--- config.mk ---
export PLATFORM = sky130hd
export DESIGN_NAME = stepper_cmd_ctrl
export DESIGN_NICKNAME = d
export VERILOG_FILES = /design/src/rtl/stepper_pkg.sv /design/src/rtl/step_pulse_timer.sv /design/src/rtl/stepper_cmd_ctrl.sv
export SDC_FILE = /design/constraint.sdc
export NUM_CORES = 1
export LEC_CHECK = 0
export BUFFER_PORTS_ARGS = -buffer_cell sky130_fd_sc_hd__buf_2
export CORE_MARGIN = 1.5
export CORE_UTILIZATION = 30
export CTS_BUF_LIST = sky130_fd_sc_hd__clkbuf_16
export CTS_CLUSTER_SIZE = 30
export DETAILED_ROUTE_END_ITERATION = 6
export PLACE_DENSITY = 0.51
export SLEW_MARGIN = 20
export SYNTH_ARGS = -nofsm -noshare
export SYNTH_HDL_FRONTEND = slang
export SYNTH_SLANG_ARGS = --single-unit
--- constraint.sdc ---
create_clock -name clk -period 4.7 [get_ports clk]
set_clock_uncertainty 0.2 [all_clocks]
set_input_delay 0.235 -clock clk [delete_from_list [all_inputs] [get_ports clk]]
set_output_delay 0.235 -clock clk [all_outputs]
set_load 0.02 [all_outputs]
--- src/rtl/stepper_pkg.sv ---
// Shared types and character codes for the UART-driven stepper command controller.
package stepper_pkg;

    typedef enum logic [1:0] {
        S_IDLE = 2'd0,
        S_RUN  = 2'd1,
        S_CONT = 2'd2,
        S_DONE = 2'd3
    } state_e;

    localparam logic [7:0] CMD_START = 8'h33;  // '3'
    localparam logic [7:0] CMD_STOP  = 8'h34;  // '4'
    localparam logic [7:0] CMD_CONT  = 8'h76;  // 'v'
    localparam logic [7:0] CMD_FWD   = 8'h4E;  // 'N'
    localparam logic [7:0] CMD_REV   = 8'h52;  // 'R'
    localparam logic [7:0] CMD_A     = 8'h41;
    localparam logic [7:0] CMD_B     = 8'h42;
    localparam logic [7:0] CMD_C     = 8'h43;
    localparam logic [7:0] CMD_D     = 8'h44;
    localparam logic [7:0] CMD_E     = 8'h45;
    localparam logic [7:0] CMD_F     = 8'h46;
    localparam logic [7:0] CMD_G     = 8'h47;
    localparam logic [7:0] CMD_H     = 8'h48;

    localparam logic [7:0] ST_DONE   = 8'h4B;  // 'K'
    localparam logic [7:0] ST_ABORT  = 8'h58;  // 'X'

    function automatic logic is_active(input state_e s);
        return (s == S_RUN) || (s == S_CONT);
    endfunction

    function automatic logic is_unit_cmd(input logic [7:0] b);
        return (b >= CMD_A) && (b <= CMD_H);
    endfunction

endpackage

--- src/rtl/step_pulse_timer.sv ---
// Free-running step pulse generator: one PULSE_CYCLES-wide pulse every PERIOD cycles
// while run is high; clear restarts the period and forces step low.
module step_pulse_timer #(
    parameter int PERIOD       = 10,
    parameter int PULSE_CYCLES = 2
) (
    input  logic clk,
    input  logic rst_n,
    input  logic clear,
    input  logic run,
    output logic step,
    output logic rise,
    output logic wrap
);

    localparam int CNT_W = $clog2(PERIOD);
    localparam logic [CNT_W-1:0] LAST     = CNT_W'(PERIOD - 1);
    localparam logic [CNT_W-1:0] HIGH_END = CNT_W'(PULSE_CYCLES);

    logic [CNT_W-1:0] cnt_q, cnt_d;
    logic             step_q, step_d;

    // NOTE: every variable gets a default before any branch so no path leaves it unassigned (no latch).
    always_comb begin
        cnt_d  = cnt_q;
        step_d = 1'b0;
        if (clear) begin
            cnt_d = '0;
        end else if (run) begin
            step_d = (cnt_q < HIGH_END);
            cnt_d  = (cnt_q == LAST) ? '0 : cnt_q + 1'b1;
        end
    end

    // NOTE: state registers use non-blocking assignments so all flops update from pre-edge values.
    always_ff @(posedge clk or negedge rst_n) begin
        if (!rst_n) begin
            cnt_q  <= '0;
            step_q <= 1'b0;
        end else begin
            cnt_q  <= cnt_d;
            step_q <= step_d;
        end
    end

    // Strobes describe the cycle before the corresponding step edge.
    assign rise = run && (cnt_q == '0);
    assign wrap = run && (cnt_q == LAST);
    assign step = step_q;

endmodule

--- src/rtl/stepper_cmd_ctrl.sv ---
// Decodes single-character UART commands into counted or continuous step pulse trains.
// Define STEP_STATUS_EN to emit 'K'/'X' status bytes on tx_data/tx_data_en.
module stepper_cmd_ctrl
    import stepper_pkg::*;
#(
    parameter int CLK_HZ         = 50_000_000,
    parameter int STEP_HZ        = 500,
    parameter int PULSE_CYCLES   = 100,
    parameter int STEPS_PER_UNIT = 512
) (
    input  logic       clk,
    input  logic       rst_n,
    input  logic [7:0] rx_data,
    input  logic       rx_data_en,
    input  logic       btn_n,
    output logic       step,
    output logic       dir,
    output logic       enable,
    output logic       busy,
    output logic       done,
    output logic [7:0] tx_data,
    output logic       tx_data_en
);

    localparam int PERIOD = CLK_HZ / STEP_HZ;

    state_e      state_q, state_d;
    logic [15:0] target_q, target_d;
    logic [15:0] step_cnt_q, step_cnt_d;
    logic        dir_q, dir_d;
    logic        enable_q, enable_d;
    logic        busy_q, busy_d;
    logic        done_q, done_d;
    logic        btn_meta_q, btn_sync_q;

    logic        abort, cmd_valid;
    logic [15:0] unit_target;
    logic        tmr_clear, tmr_run, tmr_rise, tmr_wrap;

    // Stop button idles high, so the synchroniser resets to "not pressed".
    always_ff @(posedge clk or negedge rst_n) begin
        if (!rst_n) begin
            btn_meta_q <= 1'b1;
            btn_sync_q <= 1'b1;
        end else begin
            btn_meta_q <= btn_n;
            btn_sync_q <= btn_meta_q;
        end
    end

    assign abort       = ~btn_sync_q | (rx_data_en && (rx_data == CMD_STOP));
    assign cmd_valid   = rx_data_en & ~abort;
    // 'A'..'H' carry 1..8 in their low nibble.
    assign unit_target = 16'(32'(rx_data[3:0]) * 32'(STEPS_PER_UNIT));

    always_comb begin
        state_d  = state_q;
        target_d = target_q;
        dir_d    = dir_q;
        case (state_q)
            S_IDLE: begin
                if (cmd_valid) begin
                    if (is_unit_cmd(rx_data)) begin
                        target_d = unit_target;
                    end else begin
                        case (rx_data)
                            CMD_FWD:   dir_d = 1'b1;
                            CMD_REV:   dir_d = 1'b0;
                            CMD_START: if (target_q != '0) state_d = S_RUN;
                            CMD_CONT:  state_d = S_CONT;
                            default:   ;
                        endcase
                    end
                end
            end
            S_RUN:   if (tmr_wrap && (step_cnt_q == target_q)) state_d = S_DONE;
            S_CONT:  ;
            S_DONE:  state_d = S_IDLE;
            default: state_d = S_IDLE;
        endcase
        if (abort) state_d = S_IDLE;
    end

    // Timer only counts while the machine stays active; entry and exit both restart it.
    assign tmr_run   = is_active(state_q);
    assign tmr_clear = ~(is_active(state_q) & is_active(state_d));

    step_pulse_timer #(
        .PERIOD       (PERIOD),
        .PULSE_CYCLES (PULSE_CYCLES)
    ) u_timer (
        .clk   (clk),
        .rst_n (rst_n),
        .clear (tmr_clear),
        .run   (tmr_run),
        .step  (step),
        .rise  (tmr_rise),
        .wrap  (tmr_wrap)
    );

    always_comb begin
        step_cnt_d = step_cnt_q;
        if (tmr_clear) begin
            step_cnt_d = '0;
        end else if (tmr_rise && (step_cnt_q != 16'hFFFF)) begin
            step_cnt_d = step_cnt_q + 16'd1;
        end
        enable_d = ~is_active(state_d);
        busy_d   = is_active(state_d);
        done_d   = (state_d == S_DONE);
    end

    always_ff @(posedge clk or negedge rst_n) begin
        if (!rst_n) begin
            state_q    <= S_IDLE;
            target_q   <= '0;
            step_cnt_q <= '0;
            dir_q      <= 1'b0;
            enable_q   <= 1'b1;
            busy_q     <= 1'b0;
            done_q     <= 1'b0;
        end else begin
            state_q    <= state_d;
            target_q   <= target_d;
            step_cnt_q <= step_cnt_d;
            dir_q      <= dir_d;
            enable_q   <= enable_d;
            busy_q     <= busy_d;
            done_q     <= done_d;
        end
    end

    assign dir    = dir_q;
    assign enable = enable_q;
    assign busy   = busy_q;
    assign done   = done_q;

`ifdef STEP_STATUS_EN
    logic [7:0] tx_data_q, tx_data_d;
    logic       tx_en_q, tx_en_d;

    always_comb begin
        tx_data_d = tx_data_q;
        tx_en_d   = 1'b0;
        if (abort && is_active(state_q)) begin
            tx_data_d = ST_ABORT;
            tx_en_d   = 1'b1;
        end else if (state_d == S_DONE) begin
            tx_data_d = ST_DONE;
            tx_en_d   = 1'b1;
        end
    end

    always_ff @(posedge clk or negedge rst_n) begin
        if (!rst_n) begin
            tx_data_q <= '0;
            tx_en_q   <= 1'b0;
        end else begin
            tx_data_q <= tx_data_d;
            tx_en_q   <= tx_en_d;
        end
    end

    assign tx_data    = tx_data_q;
    assign tx_data_en = tx_en_q;
`else
    assign tx_data    = 8'h00;
    assign tx_data_en = 1'b0;
`endif

endmodule
* Word-level counts from Yosys, hierarchy flattened
Cells that the tools add are included.
Word-level totals: latch bits 0, memory bits (writable) 0, memory bits (read-only) 0, logic and storage cells 68, output and inout port bits 14, input port bits 12, flip-flop bits (word level) 46, memories kept 0
Cells by class: $lt $le $gt $ge 3, reductions and logical operators 14, shift operators 0, add/subtract/negate cells 2, bitwise gates (word level) 7, muxes and demuxes 15, equal/unequal tests 16, $mul 0, div/mod/pow operators 0
Operators by type and width (number):
- 17-bit two-way mux | 3
- 16-bit two-way mux | 2
- 8-bit by 7-bit == test with 1-bit output (second input constant) | 3
- 17-bit by 1-bit adder with 17-bit output (second input constant) | 1
- 17-bit == test (second input constant) | 1
- 17-bit logical NOT | 1
- 17-bit by 7-bit < comparator with 1-bit output (second input constant) | 1
- 16-bit by 1-bit adder with 16-bit output (second input constant) | 1
- 16-bit by 13-bit == test with 1-bit output | 1
- 8-bit by 6-bit == test with 1-bit output (second input constant) | 2
- 16-bit inequality test (second input constant) | 1
- 16-bit nonzero test | 1
- 2-bit two-way mux | 5
- 2-bit == test (second input constant) | 4
- 8-bit by 7-bit greater-or-equal comparator with 1-bit output (second input constant) | 1
- 8-bit by 7-bit <= comparator with 1-bit output (second input constant) | 1
- 1-bit logical AND | 6
- 2-bit case mux with 3 select lines | 1
- 2-bit by 1-bit == test with 1-bit output (second input constant) | 2
- 2-bit by 1-bit inequality test with 1-bit output (second input constant) | 2
- 1-bit inverter | 4
- 2-bit case mux with 2 select lines | 1
- 4-bit AND reduction | 1
- 3-bit AND reduction | 1
- 7 further kinds | 10

* Depth between registers and ports, before layout
Gate-level depths: netlist (run 1).
word-level depth 12, gate-level depth with buffers 13

* By module
Synthesis (run 1) repeated with hierarchy kept, for this count alone.
Second synthesis, totals: cell total of the unflattened synthesis 278, area total of the unflattened synthesis 2733.9 sq um
By module, submodules not included:
- stepper_cmd_ctrl | times used 1, seq. area each 704.4 sq um, cells an instance 169, area each 1667.8 sq um
- step_pulse_timer | times used 1, seq. area each 450.4 sq um, cells an instance 109, area each 1066.0 sq um

* Worst setup path before layout (run 1)
Ideal clock, no wire load.
path type register to register, start point reg u_timer.cnt_q[11], end point reg u_timer.cnt_q[10], slack 1.395 ns, clock period less this slack 3.305 ns, stages on the path, launching flop included 12, arrival time 2.973 ns, path through dfrtp_1 or4_1 nor2_1 nand3_1 or4_1 a221oi_1 ha_1 and2_1 clkbuf_1 nand2_1 clkbuf_1 nor2_1
On the way: cells in the longest elaborated chain, start to end 10, elaborated cells between the ends (all ways) 14
Ends and longest elaborated chain:
- start: declaration | line step_pulse_timer.sv:20 | logic [CNT_W-1:0] cnt_q, cnt_d;
- start signal: assignment | line step_pulse_timer.sv:41 | cnt_q <= cnt_d;
- 17-bit == test (*) | line step_pulse_timer.sv:48 | assign wrap = run && (cnt_q == LAST);
- 1-bit logical AND (*) | line step_pulse_timer.sv:48
- 1-bit logical AND (*) | line stepper_cmd_ctrl.sv:76 | S_RUN: if (tmr_wrap && (step_cnt_q == target_q)) state_d = S_DONE;
- 2-bit two-way mux (*) | line stepper_cmd_ctrl.sv:76
- 2-bit case mux with 3 select lines (*) | line stepper_cmd_ctrl.sv:60 | case (state_q)
- 2-bit two-way mux (*) | line stepper_cmd_ctrl.sv:81 | if (abort) state_d = S_IDLE;
- named net state_d[1] | line stepper_cmd_ctrl.sv:27 | state_e state_q, state_d;
- 2-bit by 1-bit == test with 1-bit output or 2-bit == test (tied branches)
- 1-bit logical OR (*)
- named net busy_d | line stepper_cmd_ctrl.sv:32 | logic busy_q, busy_d;
- 1-bit AND (*) | line stepper_cmd_ctrl.sv:86 | assign tmr_clear = ~(is_active(state_q) & is_active(state_d));
- 2-bit by 1-bit inequality test with 1-bit output (no line) or 17-bit two-way mux (tied branches)
The timed path passes the listed nets; every way through them passes the cells marked *. The select of a mux whose other input is x is not followed. A chain may end at the register's enable or synchronous reset.

* Worst setup path in the final report (run 1)
start point reg u_timer.cnt_q[11], end point reg u_timer.cnt_q[7]
Same word-level chain as after synthesis.

==> run_results.csv, run 1 <==
group,metric,value,unit
grt,grt_pass1_vias,2000,
power_and_ir_drop,power,0.808,mW
synthesis,yosysSeqAreaShare,0.431,
sta,maxSlewViolCount,0,
cells_and_area,n_antenna_cell,0,
die,initial_core_util,0.309,
die,die_area,9520,um^2
cells_and_area,final_common_cell,"dfrtp_1",
cells_and_area,final_nets,307,
grt,grt_pass1_wl,9.80,mm
route,drtPass1Iterations,4,
power_and_ir_drop,max-vdd-ir-drop,0.121,mV
synthesis,synth-compound-area-share,0.115,
placed_design,place_congestion,0.803,
die,core,8680,um^2
synthesis,synth.avg_cell_area,9.90,um^2
synthesis,async_reset_ff_frac,1.00,
synthesis,yosysWarnings,0,
power_and_ir_drop,p_leak,1.21,nW
sta,worst_slew_pin_slew,0.825,ns
critical_path,reg2reg_setup_slack,1.12,ns
critical_path,worstSetupStartpointType,"register",
clock_network,cts_buffers,5,
sta,rsz0062_at_grt,"false",
critical_path,cp_max_fo,16,
cells_and_area,area_delta_synth_final,11.5,%
synthesis,netlist_area,2680,um^2
status,outcome,"completed",
synthesis,synthAdderAreaFrac,0.0373,
clock_network,cts_resized,0,
sta,holdWs,0.0589,ns
clock_network,cts-root-buf,"clkbuf_16",
critical_path,r2r_start,"u_timer.cnt_q[11]$_DFFE_PN0P_",
cells_and_area,fin_util,0.345,
clock_network,clock_path_buffers,2,
grt,grt_overflow,0,
placed_design,dp_cells,385,
route,drt_iter0_drc,40,
critical_path,criticalPathCategory,"register to register",
placed_design,placed_area,2820,um^2
route,viasPerCell,5.11,
cells_and_area,most-common-layout-cells,"dfrtp_1, nor2_1, nand2_1",
clock_network,clock-sinks,46,
critical_path,cp.arrival,3.53,ns
sta,slew_headroom,0.445,
placed_design,place.port_buffers,16,
grt,antenna_found_initial,0,
sta,fin_crit_sh,0.763,
critical_path,crit_start,"u_timer.cnt_q[11]$_DFFE_PN0P_",
cells_and_area,layout-drive-gt1-share,0.146,
cells_and_area,ff_latch_area,1150,um^2
die,dieWidth,97.6,um
die,rows,34,
hold_path,hp-class,"input port to register",
route,drc,0,
job,cap_violations,0,
synthesis,synth_top_family_by_area,"simple AND/OR/NAND/NOR gates",
critical_path,setup.worst_path.end_class,"register",
synthesis,synth_seq_cells,46,
placed_design,place_ws,1.10,ns
synthesis,synth.distinct_cells,52,
sta,setup_viol,0,
placed_design,dp_hpwl,3.79,mm
synthesis,muxShareOfSynthArea,0.0243,
die,die_y,97.6,um
clock_network,cts_tree,"yes",
sta,finalHoldViolations,0,
synthesis,synth-main-ff-cell,"dfrtp_1",
clock_network,clk_latency,0.29,ns
route,wirelength,5.37,mm
clock_network,htree_levels,2,
synthesis,synth-xor-area-share,0.0849,
sta,fmax,279,MHz
cells_and_area,multiInputGateArea,1410,um^2
cells_and_area,final_cell_area,2990,um^2
power_and_ir_drop,powerDensity,270,nW/um^2
synthesis,synthSimpleGateAreaFrac,0.251,
sta,final.setup.tns,0,ns
critical_path,cp.required,4.65,ns
die,pin_count,26,
hold_path,worstHoldStart,"rx_data[1]",
sta,fin_ws,1.12,ns
synthesis,synth-edff-count,0,
synthesis,synthCells,271,
route,num_vias,2023,
cells_and_area,fillers,931,
grt,grt_max_degree,47,
clock_network,clk_pin_slew_worst_paths,0.06,ns
sta,layout_min_cycle_time,3.58,ns
grt,grt_usage,0.126,
route,ant_nets,0,
route,wl_per_cell,13.6,um
cells_and_area,finalNonFillerCells,396,
worst max-delay path: stages, from the launching register on:
cell and delay (ns):
dfrtp_1 0.42, or4_1 0.58, nor2_1 0.11, nand3_1 0.13, or4_1 0.43, a221oi_1 0.34, ha_1 0.33, and2_1 0.30
nand2_1 0.48, nor2_1 0.11
worst paths after layout:
check / depth (start not counted) / to
min reg2reg: 0 / btn_sync_q$_DFF_PN1_
min: 2 / target_q[10]$_DFFE_PN0P_
max reg2reg: 9 / u_timer.cnt_q[7]$_DFFE_PN0P_
max: 9 / u_timer.cnt_q[7]$_DFFE_PN0P_
min in group asynchronous: 2 / step_cnt_q[6]$_DFFE_PN0P_
max in group asynchronous: 2 / u_timer.cnt_q[3]$_DFFE_PN0P_
sequential cells by signal (all words and copies together), names as in the netlist:
register / count
step_cnt_q: 16
btn_meta_q: 1
u_timer.step: 1
done: 1
btn_sync_q: 1
busy: 1
target_q: 4
enable: 1
dir: 1
state_q: 2
u_timer.cnt_q: 17
per-layer routing:
metal  part of all wire  vias to the layer above  GRT usage
met5                  0                        -          0
met4              0.013                        0     0.0396
met3              0.033                        8     0.0237
met2               0.48                       33      0.204
met1               0.48                      989      0.169
li1                   -                      993          -
power breakdown:
group / leakage [nW] / total [mW] / internal (mW) / switching [mW]
sequential: 0.625 / 0.411 / 0.405 / 0.00625
combinational: 0.513 / 0.0538 / 0.0210 / 0.0328
clock: 0.0672 / 0.343 / 0.194 / 0.149
total: 1.21 / 0.808 / 0.620 / 0.188
layout make-up:
cell class,count,area share
multi-input cells,205,0.471
flip-flops and latches,46,0.386
clock buffers,5,0.0418
clock inverters,3,0.00544
repair buffers,19,0.0376
well taps,108,0.0452
inverters,10,0.0125
logic make-up (layout without fill, tap and decap cells):
| kind of cell | Yosys count | after routing |
|---|---|---|
| muxes | 6 | 6 |
| DFF | 46 | 46 |
| AOI/OAI and AO/OA | 35 | 35 |
| xor gates and xnor gates | 26 | 26 |
| adders and majority gates | 8 | 8 |
| and+or+nand+nor | 121 | 121 |
| buffers and inverters | 28 | 37 |
| other | 1 | 9 |
Yosys cell counts, drive strengths merged (8+ instances only):
cell | n | area share
clkbuf | 8 | 0.012
dfrtp | 43 | 0.40
xor2 | 8 | 0.026
nor2 | 39 | 0.055
buf | 10 | 0.029
nand4 | 8 | 0.019
ha | 8 | 0.037
xnor2 | 18 | 0.059
inv | 10 | 0.014
nand2 | 21 | 0.029
nand3 | 14 | 0.026
repair_timing:
item | in CTS | in global routing
endpoints found under the setup margin | 0 | 0
setup buffers | 0 | 0
hold buffers | 3 | 0
hold endpoints to repair | 45 | 0
No activity file was read; power rests on OpenSTA's default activity.
==> run 2: changes to the inputs <==
clock period = 3.44 ns   (was 4.7 ns; I/O delays follow)
==> run_results.csv, run 2 (same netlist as run 1, synthesis figures left out) <==
group,metric,value,unit
grt,grt_max_degree,47,
die,core,8680,um^2
hold_path,hp-class,"input port to register",
cells_and_area,largest_register_ffs,17,
sta,slew_headroom,0.437,
route,drc,0,
route,num_vias,1976,
route,ant_nets,0,
critical_path,cp.required,3.41,ns
grt,grt_pass1_wl,9.32,mm
placed_design,dp_hpwl,3.80,mm
die,die_y,97.6,um
cells_and_area,reg_top3,"u_timer.cnt_q x17, step_cnt_q x16, target_q x4",
cells_and_area,max_flop_register,"u_timer.cnt_q",
clock_network,cts-root-buf,"clkbuf_16",
cells_and_area,fin_util,0.352,
cells_and_area,final_nets,312,
sta,worst_slew_pin_slew,0.838,ns
sta,setup_viol,0,
critical_path,critPathMostFrequentCell,"or4_1",
route,drt_iter0_drc,88,
cells_and_area,n_antenna_cell,0,
clock_network,clock-sinks,46,
critical_path,crit_path_max_incr_delay,0.57,ns
placed_design,place_congestion,0.815,
power_and_ir_drop,max-vdd-ir-drop,0.166,mV
die,initial_core_util,0.309,
route,drt-met1-wl,2.57,mm
route,drtPass1Iterations,4,
critical_path,setup.worst_path.end_class,"register",
clock_network,htree_levels,2,
critical_path,worstSetupStartpointType,"register",
critical_path,slowest_stage,"or4_1",
route,wirelength,5.32,mm
route,viasPerCell,4.93,
sta,layout_min_cycle_time,3.22,ns
die,rows,34,
critical_path,cp_max_fo,9,
sta,fin_ws,0.223,ns
clock_network,clock_path_buffers,2,
cells_and_area,area_delta_synth_final,13.9,%
grt,antenna_found_initial,0,
status,outcome,"completed",
clock_network,clk_latency,0.28,ns
sta,finalHoldViolations,0,
critical_path,criticalPathCategory,"register to register",
power_and_ir_drop,power,1.09,mW
cells_and_area,multiInputGateArea,1430,um^2
route,wl_per_cell,13.3,um
placed_design,dp_cells,388,
critical_path,critPathBufInv,0,
clock_network,cts_tree,"yes",
power_and_ir_drop,p_leak,1.26,nW
die,pin_count,26,
cells_and_area,layout-drive-gt1-share,0.164,
critical_path,cp.arrival,3.19,ns
route,wl_met3,126,um
placed_design,place.port_buffers,16,
die,die_area,9520,um^2
grt,grt_overflow,0,
cells_and_area,finalNonFillerCells,401,
route,top_layer,"met4",
cells_and_area,ff_latch_area,1150,um^2
clock_network,cts_buffers,5,
sta,fin_crit_sh,0.935,
grt,grt_usage,0.119,
route,wl_met2,2.61,mm
cells_and_area,final_common_cell,"dfrtp_1",
job,cap_violations,0,
cells_and_area,fillers,887,
power_and_ir_drop,powerDensity,358,nW/um^2
critical_path,worstPathCellList,"or4_1, nor2_1, nand3_1, or4_1, a221oi_2, ha_1, and2_4, nand2_1, a21oi_1, a31o_2",
sta,rsz0062_at_grt,"true",
sta,fmax,311,MHz
die,dieWidth,97.6,um
placed_design,place_ws,0.0516,ns
cells_and_area,most-common-layout-cells,"dfrtp_1, nor2_1, nand2_1",
critical_path,crit_family,"simple AND/OR/NAND/NOR gates",
clock_network,clk_pin_slew_worst_paths,0.06,ns
grt,grt_pass1_vias,1941,
sta,maxSlewViolCount,0,
run 2: power by group:
group	total (mW)	internal (mW)	switching, mW
clock	0.455	0.263	0.192
sequential	0.561	0.553	0.00837
combinational	0.0771	0.0308	0.0463
run 2: area by class of cell:
cell class / count / share of cell area
multi-input combinational: 205 / 0.467
sequential: 46 / 0.378
clock buffer: 5 / 0.0409
inverter: 10 / 0.0123
timing repair buffer: 24 / 0.0540
clock inverter: 3 / 0.00409
tap: 108 / 0.0442
run 2: worst register-to-register path, stage by stage (launching register included):
cell and delay, ns:
dfrtp_1 0.42, or4_1 0.57, nor2_1 0.12, nand3_1 0.14, or4_1 0.46, a221oi_2 0.30
ha_1 0.34, and2_4 0.23, nand2_1 0.07, a21oi_1 0.04, a31o_2 0.22
run 2: worst paths after layout:
check,slack [ns],cells past startpoint,from,end
setup / recovery,0.22,10,u_timer.cnt_q[11]$_DFFE_PN0P_,step_cnt_q[15]$_DFFE_PN0P_
setup reg to reg,0.22,10,u_timer.cnt_q[11]$_DFFE_PN0P_,step_cnt_q[15]$_DFFE_PN0P_
max in group asynchronous,2.42,2,rst_n,u_timer.cnt_q[2]$_DFFE_PN0P_
min in group asynchronous,0.23,2,rst_n,step_cnt_q[8]$_DFFE_PN0P_
hold / removal,0.01,2,rx_data[0],target_q[9]$_DFFE_PN0P_
hold reg to reg,0.15,0,btn_meta_q$_DFF_PN1_,btn_sync_q$_DFF_PN1_
run 2: metrics by stage:
stage	hold slack, ns	area, um^2	TNS, ns
after detailed placement	0.0807	2850	0
after CTS	0.00586	3030	0
after global placement	0.0811	2850	0
after global routing	0.0285	3060	-0.000296
after floorplan	-0.324	2710	0
final	0.0104	3060	0
run 2: per-layer routing:
layer | global-route usage | vias up
met4 | 0.0341 | 0
met2 | 0.195 | 31
met1 | 0.157 | 942
met3 | 0.0259 | 2
li1 | - | 1001
met5 | 0 | -
run 2: repair_timing:
action,in CTS,in global routing
hold buffers,4,0
hold endpoints to repair,46,0
buffers inserted,0,1
resized for setup,0,5
setup endpoints to repair,0,30
==> run 3: changes to the inputs <==
BUFFER_PORTS_ARGS = -buffer_cell sky130_fd_sc_hd__clkbuf_2   (was -buffer_cell sky130_fd_sc_hd__buf_2)
REMOVE_ABC_BUFFERS = 1   (was unset)
==> run_results.csv, run 3 (same netlist as run 1, synthesis figures left out) <==
group,metric,value,unit
clock_network,clock-sinks,46,
clock_network,htree_levels,2,
route,wirelength,5.57,mm
placed_design,dp_cells,394,
critical_path,crit_path_max_incr_delay,0.55,ns
sta,worst_slew_pin_slew,0.775,ns
critical_path,cp_max_fo,9,
die,dieWidth,97.6,um
die,initial_core_util,0.309,
critical_path,criticalPathCategory,"register to register",
die,rows,34,
clock_network,cts_tree,"yes",
sta,setup_viol,0,
route,wl_per_cell,13.7,um
critical_path,worstSetupStartpointType,"register",
route,drtPass1Iterations,4,
critical_path,critPathBufInv,0,
placed_design,dp_hpwl,4.05,mm
power_and_ir_drop,max-vdd-ir-drop,0.240,mV
cells_and_area,finalNonFillerCells,406,
critical_path,cp.arrival,3.14,ns
sta,finalHoldViolations,0,
route,num_vias,2009,
cells_and_area,final_nets,317,
die,core,8680,um^2
grt,busiest_layer,"met2",
route,viasPerCell,4.95,
critical_path,crit_family,"simple AND/OR/NAND/NOR gates",
cells_and_area,ff_latch_area,1150,um^2
clock_network,clk_latency,0.28,ns
sta,holdWs,0.0258,ns
sta,layout_min_cycle_time,3.17,ns
cells_and_area,most-common-layout-cells,"dfrtp_1, nor2_1, nand2_1",
die,die_area,9520,um^2
grt,grt_pass1_wl,9.79,mm
cells_and_area,multiInputGateArea,1430,um^2
grt,grt_pass1_vias,1978,
cells_and_area,layout-drive-gt1-share,0.185,
grt,antenna_found_initial,0,
placed_design,place.port_buffers,16,
cells_and_area,largest_register_ffs,17,
critical_path,cp.required,3.41,ns
hold_path,hp-class,"input port to register",
clock_network,cts-root-buf,"clkbuf_16",
power_and_ir_drop,p_leak,1.27,nW
grt,met3_usage,0.0223,
critical_path,slowest_stage,"or4_1",
cells_and_area,fillers,915,
cells_and_area,max_flop_register,"u_timer.cnt_q",
sta,fmax,315,MHz
clock_network,cts_buffers,5,
critical_path,setup.worst_path.end_class,"register",
clock_network,clk_pin_slew_worst_paths,0.06,ns
cells_and_area,area_delta_synth_final,16.0,%
route,drc,0,
critical_path,critPathMostFrequentCell,"or4_1",
critical_path,reg2reg_setup_slack,0.27,ns
power_and_ir_drop,powerDensity,379,nW/um^2
die,pin_count,26,
cells_and_area,final_common_cell,"dfrtp_1",
grt,grt_usage,0.123,
clock_network,clock_path_buffers,2,
sta,rsz0062_at_grt,"false",
critical_path,worstPathCellList,"or4_1, nor2_1, nand3_1, or4_1, a221oi_2, ha_1, and2_2, nand2_1, a31oi_1, a41o_1",
job,cap_violations,0,
die,die_y,97.6,um
grt,met1_usage,0.173,
sta,fin_crit_sh,0.922,
sta,slew_headroom,0.483,
cells_and_area,reg_top3,"u_timer.cnt_q x17, step_cnt_q x16, target_q x4",
sta,maxSlewViolCount,0,
placed_design,place_congestion,0.786,
grt,met2_usage,0.198,
route,ant_nets,0,
grt,grt_overflow,0,
cells_and_area,n_antenna_cell,0,
sta,final.setup.tns,0,ns
status,outcome,"completed",
route,drt_iter0_drc,75,
grt,grt_max_degree,32,
clock_network,post_cts_buffers,0,
-- run 3: cell count changes in the layout (fill, tap and decap cells not counted), sizes merged --
cell	previous run	this run
buf	20	9
bufinv	0	1
clkbuf	5	21
clkinv	2	0
clkinvlp	0	1
-- run 3: worst register-to-register path, delay by kind of cell (launching register included) --
family                   cells  cell delay, ns
AO/OA/AOI/OAI                3            0.53
adder cells (fa/ha/maj)      1            0.32
flip-flops                   1            0.43
AND/OR/NAND/NOR              6            1.59
-- run 3: worst paths after layout --
path                                               start                            to  depth (start not counted)
min in group asynchronous                          rst_n  u_timer.cnt_q[7]$_DFFE_PN0P_                          2
setup reg to reg           u_timer.cnt_q[12]$_DFFE_PN0P_    step_cnt_q[14]$_DFFE_PN0P_                         10
setup / recovery           u_timer.cnt_q[12]$_DFFE_PN0P_    step_cnt_q[14]$_DFFE_PN0P_                         10
hold reg to reg                     btn_meta_q$_DFF_PN1_          btn_sync_q$_DFF_PN1_                          0
hold / removal                                rx_data[3]      target_q[12]$_DFFE_PN0P_                          2
max in group asynchronous                          rst_n          btn_meta_q$_DFF_PN1_                          3
-- run 3: report_power, final --
part,switching (mW),leakage (nW),total [mW],internal [mW]
clock,0.198,0.0812,0.538,0.340
combinational,0.0482,0.567,0.0786,0.0303
sequential,0.00869,0.625,0.562,0.553
-- run 3: timing repair --
item	in CTS	in global routing
hold buffers	4	0
gates resized for setup	0	5
endpoints found under the hold margin	33	0
endpoints found under the setup margin	0	32
-- run 3: area by class of cell --
class                           instances  share of cell area
Tap cell                              108              0.0434
Timing Repair Buffer                   29              0.0615
Multi-Input combinational cell        205               0.458
Clock buffer                            5              0.0402
Clock inverter                          3              0.0133
Inverter                               10              0.0121
Sequential cell                        46               0.371
-- run 3: through the flow --
| step | worst slack [ns] | utilization | total power, mW | instance area (um^2) |
|---|---|---|---|---|
| after floorplan | 0.362 | - | 0.611 | 2600 |
| after global placement | 0.241 | 0.332 | 0.646 | 2890 |
| after detailed placement | 0.122 | 0.332 | 0.646 | 2890 |
| after CTS | 0.105 | 0.356 | 1.20 | 3090 |
| after global routing | 0.0313 | 0.359 | 1.23 | 3110 |
| final | 0.269 | 0.359 | 1.18 | 3110 |
-- run 3: per-layer routing --
metal  wire (um)  up-vias
met5           0        -
met1        2890      972
met4          30        0
met3         133        4
li1            -     1006
met2        2520       27
